### config.mk
export PLATFORM = sky130hd
export DESIGN_NAME = program_loader
export DESIGN_NICKNAME = d
export VERILOG_FILES = /design/src/rtl/loader_pkg.sv /design/src/rtl/byte_word_assembler.sv /design/src/rtl/program_loader.sv
export SDC_FILE = /design/constraint.sdc
export NUM_CORES = 1
export LEC_CHECK = 0
export BUFFER_PORTS_ARGS = -buffer_cell sky130_fd_sc_hd__buf_4
export CAP_MARGIN = 20
export CORE_ASPECT_RATIO = 1.5
export CORE_MARGIN = 5
export CORE_UTILIZATION = 44
export CTS_BUF_LIST = sky130_fd_sc_hd__clkbuf_8
export DETAILED_ROUTE_END_ITERATION = 8
export PLACE_DENSITY = 0.77
export RECOVER_POWER = 50
export SLEW_MARGIN = 20
export SYNTH_ARGS = -nofsm -noshare
export SYNTH_HDL_FRONTEND = slang
export SYNTH_HIERARCHICAL = 1
export SYNTH_SLANG_ARGS = --single-unit
export TNS_END_PERCENT = 30
### constraint.sdc
create_clock -name clock -period 2.5 [get_ports clock]
set_clock_uncertainty 0.2 [all_clocks]
set_input_delay 0.375 -clock clock [delete_from_list [all_inputs] [get_ports clock]]
set_output_delay 0.375 -clock clock [all_outputs]
set_load 0.005 [all_outputs]
### src/rtl/loader_pkg.sv
// rtl/loader_pkg.sv - shared types and constants for the program loader
// Contents:
//   loader_state_t   : loader FSM states
//   HALT_INSTRUCTION : word that ends a program (also written to memory)
//   BYTES_PER_WORD   : bytes assembled into one instruction word
package loader_pkg;

   typedef enum logic [1:0] {
      IDLE  = 2'd0,
      LOAD  = 2'd1,
      WRITE = 2'd2,
      DONE  = 2'd3
   } loader_state_t;

   localparam logic [31:0] HALT_INSTRUCTION = 32'h0000_0000;
   localparam int          BYTES_PER_WORD   = 4;

endpackage

### src/rtl/byte_word_assembler.sv
// rtl/byte_word_assembler.sv - little-endian byte to 32-bit word assembler
// Ports:
//   clock, reset : system clock, asynchronous active-high reset
//   byte_valid   : a byte is accepted this cycle
//   byte_data    : the accepted byte
//   clear        : restart assembly at lane 0 with an empty register
//   word         : assembly register with the current byte merged in
//   word_ready   : pulse, the byte accepted this cycle completes a word
module byte_word_assembler
   import loader_pkg::*;
(
   input  logic        clock,
   input  logic        reset,
   input  logic        byte_valid,
   input  logic [7:0]  byte_data,
   input  logic        clear,
   output logic [31:0] word,
   output logic        word_ready
);

   localparam int                LANE_W    = $clog2(BYTES_PER_WORD);
   localparam logic [LANE_W-1:0] LAST_LANE = LANE_W'(BYTES_PER_WORD - 1);

   logic [LANE_W-1:0] lane;
   logic [31:0]       word_reg;

   // The completed word is visible in the same cycle as its last byte so the
   // loader can register it straight into the memory write data.
   always_comb begin
      word = word_reg;
      word[lane*8 +: 8] = byte_data;
   end

   assign word_ready = byte_valid && (lane == LAST_LANE);

   always_ff @(posedge clock or posedge reset) begin
      if (reset) begin
         lane     <= '0;
         word_reg <= '0;
      end else if (clear) begin
         lane     <= '0;
         word_reg <= '0;
      end else if (byte_valid) begin
         word_reg <= word;
         lane     <= lane + LANE_W'(1);
      end
   end

endmodule

### src/rtl/program_loader.sv
// rtl/program_loader.sv - byte-stream program loader for instruction memory
// Ports:
//   clock, reset      : system clock, asynchronous active-high reset
//   start             : pulse, begins a load from IDLE or DONE
//   in_valid, in_data : incoming byte stream (little-endian words)
//   in_ready          : byte stream ready, high only while loading
//   mem_write_enable  : one-cycle instruction memory write strobe
//   mem_address       : byte address of the write
//   mem_write_data    : assembled instruction word
//   cpu_reset         : holds the processor in reset except in DONE
//   done              : load complete
//   overflow          : memory filled before a halt word arrived
//   word_count        : words written by the last or current load
module program_loader
   import loader_pkg::*;
#(
   parameter int          ADDRESS_WIDTH = 8,
   parameter logic [31:0] BASE_ADDRESS  = 32'h0000_0000
) (
   input  logic                   clock,
   input  logic                   reset,
   input  logic                   start,
   input  logic                   in_valid,
   input  logic [7:0]             in_data,
   output logic                   in_ready,
   output logic                   mem_write_enable,
   output logic [31:0]            mem_address,
   output logic [31:0]            mem_write_data,
   output logic                   cpu_reset,
   output logic                   done,
   output logic                   overflow,
   output logic [ADDRESS_WIDTH:0] word_count
);

   localparam logic [ADDRESS_WIDTH-1:0] LAST_INDEX = {ADDRESS_WIDTH{1'b1}};
   localparam logic [ADDRESS_WIDTH-1:0] INDEX_ONE  = {{(ADDRESS_WIDTH-1){1'b0}}, 1'b1};
   localparam logic [ADDRESS_WIDTH:0]   COUNT_ONE  = {{ADDRESS_WIDTH{1'b0}}, 1'b1};

   loader_state_t           state;
   logic [ADDRESS_WIDTH-1:0] word_index;
   logic [31:0]              index_ext;
   logic                     byte_accept;
   logic                     begin_load;
   logic                     asm_clear;
   logic [31:0]              asm_word;
   logic                     asm_word_ready;

   assign in_ready    = (state == LOAD);
   assign byte_accept = in_valid && in_ready;
   assign begin_load  = start && ((state == IDLE) || (state == DONE));
   assign asm_clear   = begin_load || (state == WRITE);
   assign index_ext   = 32'(word_index);

   byte_word_assembler u_assembler (
      .clock      (clock),
      .reset      (reset),
      .byte_valid (byte_accept),
      .byte_data  (in_data),
      .clear      (asm_clear),
      .word       (asm_word),
      .word_ready (asm_word_ready)
   );

   always_ff @(posedge clock or posedge reset) begin
      if (reset) begin
         state            <= IDLE;
         cpu_reset        <= 1'b1;
         mem_write_enable <= 1'b0;
         mem_address      <= '0;
         mem_write_data   <= '0;
         done             <= 1'b0;
         overflow         <= 1'b0;
         word_count       <= '0;
         word_index       <= '0;
      end else begin
         case (state)
            IDLE, DONE: begin
               if (begin_load) begin
                  state      <= LOAD;
                  cpu_reset  <= 1'b1;
                  done       <= 1'b0;
                  overflow   <= 1'b0;
                  word_index <= '0;
                  word_count <= '0;
               end
            end
            LOAD: begin
               if (asm_word_ready) begin
                  state            <= WRITE;
                  mem_write_enable <= 1'b1;
                  mem_address      <= BASE_ADDRESS + (index_ext << 2);
                  mem_write_data   <= asm_word;
               end
            end
            WRITE: begin
               mem_write_enable <= 1'b0;
               word_count       <= word_count + COUNT_ONE;
               // A halt in the last location is a clean finish, not overflow.
               if (mem_write_data == HALT_INSTRUCTION) begin
                  state     <= DONE;
                  done      <= 1'b1;
                  cpu_reset <= 1'b0;
               end else if (word_index == LAST_INDEX) begin
                  state     <= DONE;
                  done      <= 1'b1;
                  overflow  <= 1'b1;
                  cpu_reset <= 1'b0;
               end else begin
                  state      <= LOAD;
                  word_index <= word_index + INDEX_ONE;
               end
            end
            default: state <= IDLE;
         endcase
      end
   end

endmodule

==> Word level (Yosys, flattened, before mapping) <==
Cells that the tools add are included.
{ "word_totals": {"inputBits": 12, "output_inout_bits": 78, "word_cells": 74, "reg_bits": 97} }
{ "classes": {"n_mux": 28, "n_reduce_logical": 18, "n_eq_ne": 11, "addsub": 4, "shift": 2} }
{ "ops": {"columns": ["cell", "count"], "rows": [
  ["two-way mux 32 bit", 2],
  ["negator 5 -> 34 bit", 1],
  ["variable shift 8 x 34 -> 32 bit, first input constant", 1],
  ["indexed part select 8 x 34 -> 32 bit", 1],
  ["bitwise mux 32 bit", 1],
  ["logical NOT 32 bit", 1],
  ["two-way mux 8 bit", 3],
  ["case mux 9 bit (2 select lines)", 1],
  ["case mux 8 bit (2 select lines)", 1],
  ["two-way mux 2 bit", 6],
  ["adder 9 x 1 -> 9 bit, second input constant", 1],
  ["two-way mux 9 bit", 1],
  ["adder 8 x 1 -> 8 bit, second input constant", 1],
  ["== test 8 bit, second input constant", 1],
  ["two-way mux 1 bit", 8],
  ["case mux 1 bit (2 select lines)", 4],
  ["AND reduction 2 bit", 4],
  ["AND reduction 4 bit", 2],
  ["== test 2 bit, second input constant", 3],
  ["inequality test 2 bit, second input constant", 3],
  ["case mux 2 bit (3 select lines)", 1],
  ["nonzero test 2 bit", 3],
  ["inequality test 2 x 1 -> 1 bit, second input constant", 2],
  ["logical AND 1 bit", 3],
  ["7 further kinds", 8]
]} }

==> Logic depth before layout (Yosys ltp) <==
{ "depth": {"depth_word": 5, "ltp_mapped": 12, "depth_no_buf": 9} }

==> Hierarchy <==
Netlist, hierarchy kept.
{ "by_module_without_submodules": {"columns": ["mod", "cells_each", "instances", "area_per_inst_um2", "seq_area_each_um2"], "rows": [
  ["program_loader", 266, 1, 3036.7, 1577.8],
  ["byte_word_assembler", 210, 1, 1964.4, 850.8]
]} }

==> Worst setup path after synthesis <==
OpenSTA, ideal clock, no wires.
{ "synth_path": {"path_kind": "register -> register", "start": "register state[0]", "end": "register mem_write_data[20]", "period_less_slack_ps": 2512, "setup_ps": 125, "path_stages_with_launch": 10, "arrival_ps": 2187, "n_path_buf": 3, "slack_ps": -12, "required_time_ps": 2175, "path_cell_list": "dfrtp_1 > ha_1 > clkbuf_1 > and2_1 > buf_2 > nand2_1 > inv_1 > nand2_1 > clkbuf_1 > mux2_2"} }
{ "synth_between": {"elab_chain_len": 4} }
{ "synth_lines": {"columns": ["element", "line_no", "text"], "rows": [
  ["start: declaration", "program_loader.sv:39", "loader_state_t state;"],
  ["start signal: assignment", "program_loader.sv:66", "state <= IDLE;"],
  ["start signal: assignment", "program_loader.sv:79", "state <= LOAD;"],
  ["start signal: assignment", "program_loader.sv:89", "state <= WRITE;"],
  ["== test 2 x 1 -> 1 bit", "program_loader.sv:48", "assign in_ready = (state == LOAD);"],
  ["named net in_ready", "program_loader.sv:25", "output logic in_ready,"],
  ["logical AND 1 bit", "program_loader.sv:49", "assign byte_accept = in_valid && in_ready;"],
  ["named net byte_accept", "program_loader.sv:42", "logic byte_accept;"],
  ["logical AND 1 bit", "byte_word_assembler.sv:34", "assign word_ready = byte_valid && (lane == LAST_LANE);"],
  ["named net asm_word_ready", "program_loader.sv:46", "logic asm_word_ready;"],
  ["AND reduction 2 bit (no line)", null, null],
  ["end signal: assignment", "program_loader.sv:92", "mem_write_data <= asm_word;"],
  ["end: declaration", "program_loader.sv:28", "output logic [31:0] mem_write_data,"]
]} }
The timed path passes the listed nets, and every way through them passes these cells.
A chain may end at the register's enable or synchronous reset.

==> Worst setup path in the final report <==
{ "layout_path": {"start": "register u_assembler.lane[1]", "end": "register mem_write_data[28]"} }
{ "layout_between": {"elab_chain_len": 3, "word_cells_on_any_way": 7, "cone_classes": "add/sub (1); eq/ne (1); shift (2); mux (1); reduce/logical (2)"} }
{ "layout_lines": {"columns": ["element", "line_no", "text"], "rows": [
  ["start: declaration", "byte_word_assembler.sv:24", "logic [LANE_W-1:0] lane;"],
  ["start signal: assignment", "byte_word_assembler.sv:45", "lane <= lane + LANE_W'(1);"],
  ["negator 5 -> 34 bit (*)", "byte_word_assembler.sv:31", "word[lane*8 +: 8] = byte_data;"],
  ["indexed part select 8 x 34 -> 32 bit or variable shift 8 x 34 -> 32 bit (tied branches)", "byte_word_assembler.sv:31", null],
  ["bitwise mux 32 bit (*)", "byte_word_assembler.sv:31", null],
  ["named net asm_word[28]", "program_loader.sv:45", "logic [31:0] asm_word;"]
]} }
Mark *: on every way through the listed nets, which the timed path passes. The rest lies on a longest branch.

==> metrics.sh <==
OUTCOME='finished, final reports clean'
CRIT_REQUIRED_NS=2.57
N_ANTENNA_CELL=0
SYNTH-WARNING-COUNT=6
HOLD_END='u_assembler/word_reg[2]'
DIE_HEIGHT_UM=141
ROUTED_VIA_DENSITY=5.64
TIMING.FINAL.SETUP_VIOLATIONS=0
YS_SEQ_ELEMENTS=97
FINAL_COMMON_CELL='dfrtp_1'
TIMING_MAX_TRANSITION_VIOLATIONS_FINAL=0
POWER_FRAC_CLOCK_PCT=22.0
COMB_POWER_SHARE_PCT=36.5
TIMING.CRITICAL_PATH.FROM_TYPE='flop'
GRT_MAX_DEGREE=59
CLKLATENCYLATEPIN_NS=0.38
CLK_PATH_BUF_DEPTH=2
R2R_SETUP_SLK_NS=0.24
MOST-COMMON-LAYOUT-CELLS='96 x dfrtp_1, 55 x buf_4, 45 x nand2_1, 42 x mux2_2, 28 x nor2_1'
SYNTH.AVG_CELL_AREA_UM2=10.5
POST-ROUTE-MIN-PERIOD_NS=2.26
FINAL_DESIGN_AREA_NO_FILL_UM2=5710
CTS_REPAIR_RESIZE_COUNT=0
POWER.DENSITY_CELL_AREA_nW_PER_UM2=735
DRT.ANTENNA.VIOLATING_NETS=0
R2R_END='mem_write_data[28]'
CRITPATHTOPFAMILY='simple AND/OR/NAND/NOR gates'
WORSTPATHCELLLIST='inv_1 > ha_1 > and3b_1 > and2_0 > a22o_1 > mux2_2'
GR-TOTAL-OVERFLOW=0
CRITICAL_PATH_PEAK_FANOUT=8
CRIT_PATH_MAX_INCR_DELAY_NS=0.42
CLKSINKCOUNT=97
MAPPEDNETLISTAREA_UM2=5000
WORSTPATHARRIVAL_NS=2.33
CLOCK-ROOT-BUFFER='clkbuf_8'
CRITICAL_PATH_CLASS='reg -> reg'
POWER.NET_SWITCHING_W=0.00157
AREA_DELTA_SYNTH_FINAL_PCT=14.2
GRT_USAGE_PCT=18.1
DETAILEDROUTE.FIRSTITERATIONVIOLATIONS=178
FINALHOLDVIOLCOUNT=0
WL_PER_CELL_UM=18.0
POST-ROUTE-DRC-COUNT=0
FINALSETUPTNS_NS=0
TIMING.HOLD.WORST.START='in_data[2]'
POST_ROUTE_CELLS_DRIVE_ABOVE_1_SHARE_PCT=27.7
DIE_W_UM=97.0
WORST-R2R-CELL-COUNT=6
FIRST_GLOBAL_VIAS=3915
SYNTHCELLS=476
WHS_PATH_DEPTH=3
CLKTRANSATPATHREGS_NS=0.09
ANTENNA_VIOLATIONS_BEFORE_REPAIR=0
POST_DP_CELL_AREA_UM2=5570
DIE_AREA_UM2=13600
TRITONCTS_CLOCK_TREE='built'
DRT_PASS1_ITERATIONS=5
SLOWEST_STAGE='ha_1'
TIMING.FMAX_MHz=442
DETAILROUTE.VIA_COUNT=3885
PLACEMENT.IO_BUFFERS=65
HTREE_NUM_LEVELS=3
POWER_SWITCHING_SHARE_PCT=37.3
CTS-BUFFERS-INSERTED=9
NUMBER_OF_CELLS_IN_THE_DESIGN_AFTER_PLACEMENT=673
WORST-SLEW-PIN-TRANSITION_NS=0.874
GRT_SETUP_UNREPAIRED='false'
SLEW_HEADROOM_PCT=41.7
FINALCRITPERIODSHARE_PCT=90.5
CRIT-REG2REG-LAUNCH='u_assembler/lane[1]'
IOPINCOUNT=90
WIRE_LENGTH_OF_THE_FIRST_GLOBAL_ROUTING_PASS_UM=19800
ROWS=47
SEQ_POWER_SHARE_PCT=41.6
FLOORPLAN.CORE_AREA_UM2=11100
FINAL_CELL_COUNT_NO_FILL=689
DETAILED_PLACE_HPWL_UM=9230
POST_LAYOUT_NETS=560
EFFECTIVE_UTILIZATION_AT_FLOORPLAN_PCT=45.0
POSTROUTEWIRELENGTH_UM=12400
LEAKAGE_nW=2.82
INTERNAL_W=0.00263
CP.BUFFERS_INVERTERS=1
TIMING.HOLD.WORST.CLASS='in -> reg'
GPL.FINAL_WEIGHTED_CONGESTION=0.877
CRITICAL_PATH.ENDPOINT_TYPE='flop'
SYNTH_CELL_TYPES=53
YOSYSSEQAREASHARE_PCT=48.6
MAX_CAP_VIOL_COUNT=0
PEAKVDDDROP_V=0.000348
## layout make-up
| cell class | count | area [um^2] |
|---|---|---|
| clock buffers | 10 | 138 |
| clock inverters | 5 | 32.5 |
| fillers | 999 | 5400 |
| inverters | 18 | 67.6 |
| multi-input cells | 325 | 2220 |
| flip-flops and latches | 97 | 2430 |
| well taps | 147 | 184 |
| repair buffers | 87 | 647 |
## worst max-delay path by stage
stage / startpoint / to / slack (ns) / depth (start not counted)
2_1_floorplan: state[0] / mem_address[2] / 0.11 / 9
3_3_place_gp: u_assembler/lane[1] / mem_write_data[27] / 0.33 / 6
3_5_place_dp: u_assembler/lane[1] / mem_write_data[28] / 0.27 / 6
4_1_cts: u_assembler/lane[1] / mem_write_data[28] / 0.25 / 6
5_1_grt: u_assembler/lane[1] / mem_write_data[28] / 0.14 / 6
6_report: u_assembler/lane[1] / mem_write_data[28] / 0.24 / 6
## Yosys cell counts (all sizes together)
library cell | count | area (um^2)
and2 | 4 | 25.0
xnor2 | 1 | 8.76
mux2i | 2 | 20.0
or2 | 1 | 6.26
dfstp | 1 | 26.3
inv | 18 | 67.6
nand4b | 1 | 8.76
dfrtp | 96 | 2400
nand2b | 1 | 6.26
nor4bb | 1 | 10.0
o21ai | 14 | 70.1
nor2b | 2 | 12.5
nand2 | 46 | 180
a21oi | 25 | 125
nor3 | 3 | 15.0
and4b | 1 | 10.0
or3 | 2 | 12.5
nand4 | 23 | 144
o221ai | 1 | 8.76
nor4 | 9 | 56.3
mux2 | 43 | 488
nand3 | 13 | 70.1
nor2 | 28 | 105
xor2 | 4 | 35.0
o31a | 1 | 8.76
a211o | 1 | 8.76
buf | 44 | 312
ha | 10 | 125
and2b | 1 | 7.51
nor3b | 2 | 25.0
clkbuf | 15 | 63.8
o22ai | 1 | 20.0
or4 | 4 | 30.0
a21o | 1 | 7.51
and3 | 5 | 37.5
and3b | 1 | 8.76
o211ai | 4 | 30.0
a22o | 30 | 267
a32oi | 13 | 114
nand3b | 1 | 7.51
conb | 1 | 3.75
a2111o | 1 | 11.3
## worst reg2reg max path: cells and delay by family, from the launching register on
| kind | cells | cell delay [ns] |
|---|---|---|
| adder cells (fa/ha/maj) | 1 | 0.42 |
| flip-flops | 1 | 0.39 |
| buffers and inverters | 1 | 0.09 |
| AND/OR/NAND/NOR | 2 | 0.56 |
| AO/OA/AOI/OAI | 1 | 0.24 |
| multiplexers | 1 | 0.26 |
## metal layers
metal | up-vias | routed length [um] | GRT usage [%]
met4 | 0 | 425 | 8.73
met5 | - | 0 | 0
met3 | 30 | 698 | 3.61
met2 | 141 | 6840 | 33.6
met1 | 1925 | 4470 | 19.6
li1 | 1789 | - | -
## logic make-up after synthesis
group / after synthesis / synth area share (%)
AO/OA/AOI/OAI: 92 / 13.4
adder cells (fa/ha/maj): 10 / 2.50
AND/OR/NAND/NOR: 149 / 15.6
buffers and inverters: 77 / 8.86
multiplexers: 45 / 10.2
other: 1 / 0.0750
XOR/XNOR: 5 / 0.876
flip-flops: 97 / 48.6
## through the flow
| stage | hold WS, ns | power, W | setup slack [ns] | utilization (%) |
|---|---|---|---|---|
| CTS | 0.102 | 0.00420 | 0.247 | 51.7 |
| floorplan | 0.273 | 0.00290 | 0.107 | - |
| global placement | 0.104 | 0.00325 | 0.327 | 50.1 |
| detailed placement | 0.107 | 0.00329 | 0.275 | 50.1 |
| global route | 0.104 | 0.00444 | 0.136 | 51.4 |
| finish | 0.109 | 0.00420 | 0.237 | 51.4 |
## repair_timing
action	4_1_cts	5_1_grt
buffers inserted	0	0
hold buffers	1	0
hold endpoints to repair	39	0
## power groups by stage
stage | Sequential, W | Clock, W | Combinational (W)
floorplan | 0.00177 | 0 | 0.00113
global placement | 0.00177 | 0 | 0.00147
detailed placement | 0.00178 | 0 | 0.00152
CTS | 0.00175 | 0.000933 | 0.00152
global route | 0.00176 | 0.00101 | 0.00167
finish | 0.00174 | 0.000921 | 0.00153
No activity file was read; power rests on OpenSTA's default activity.
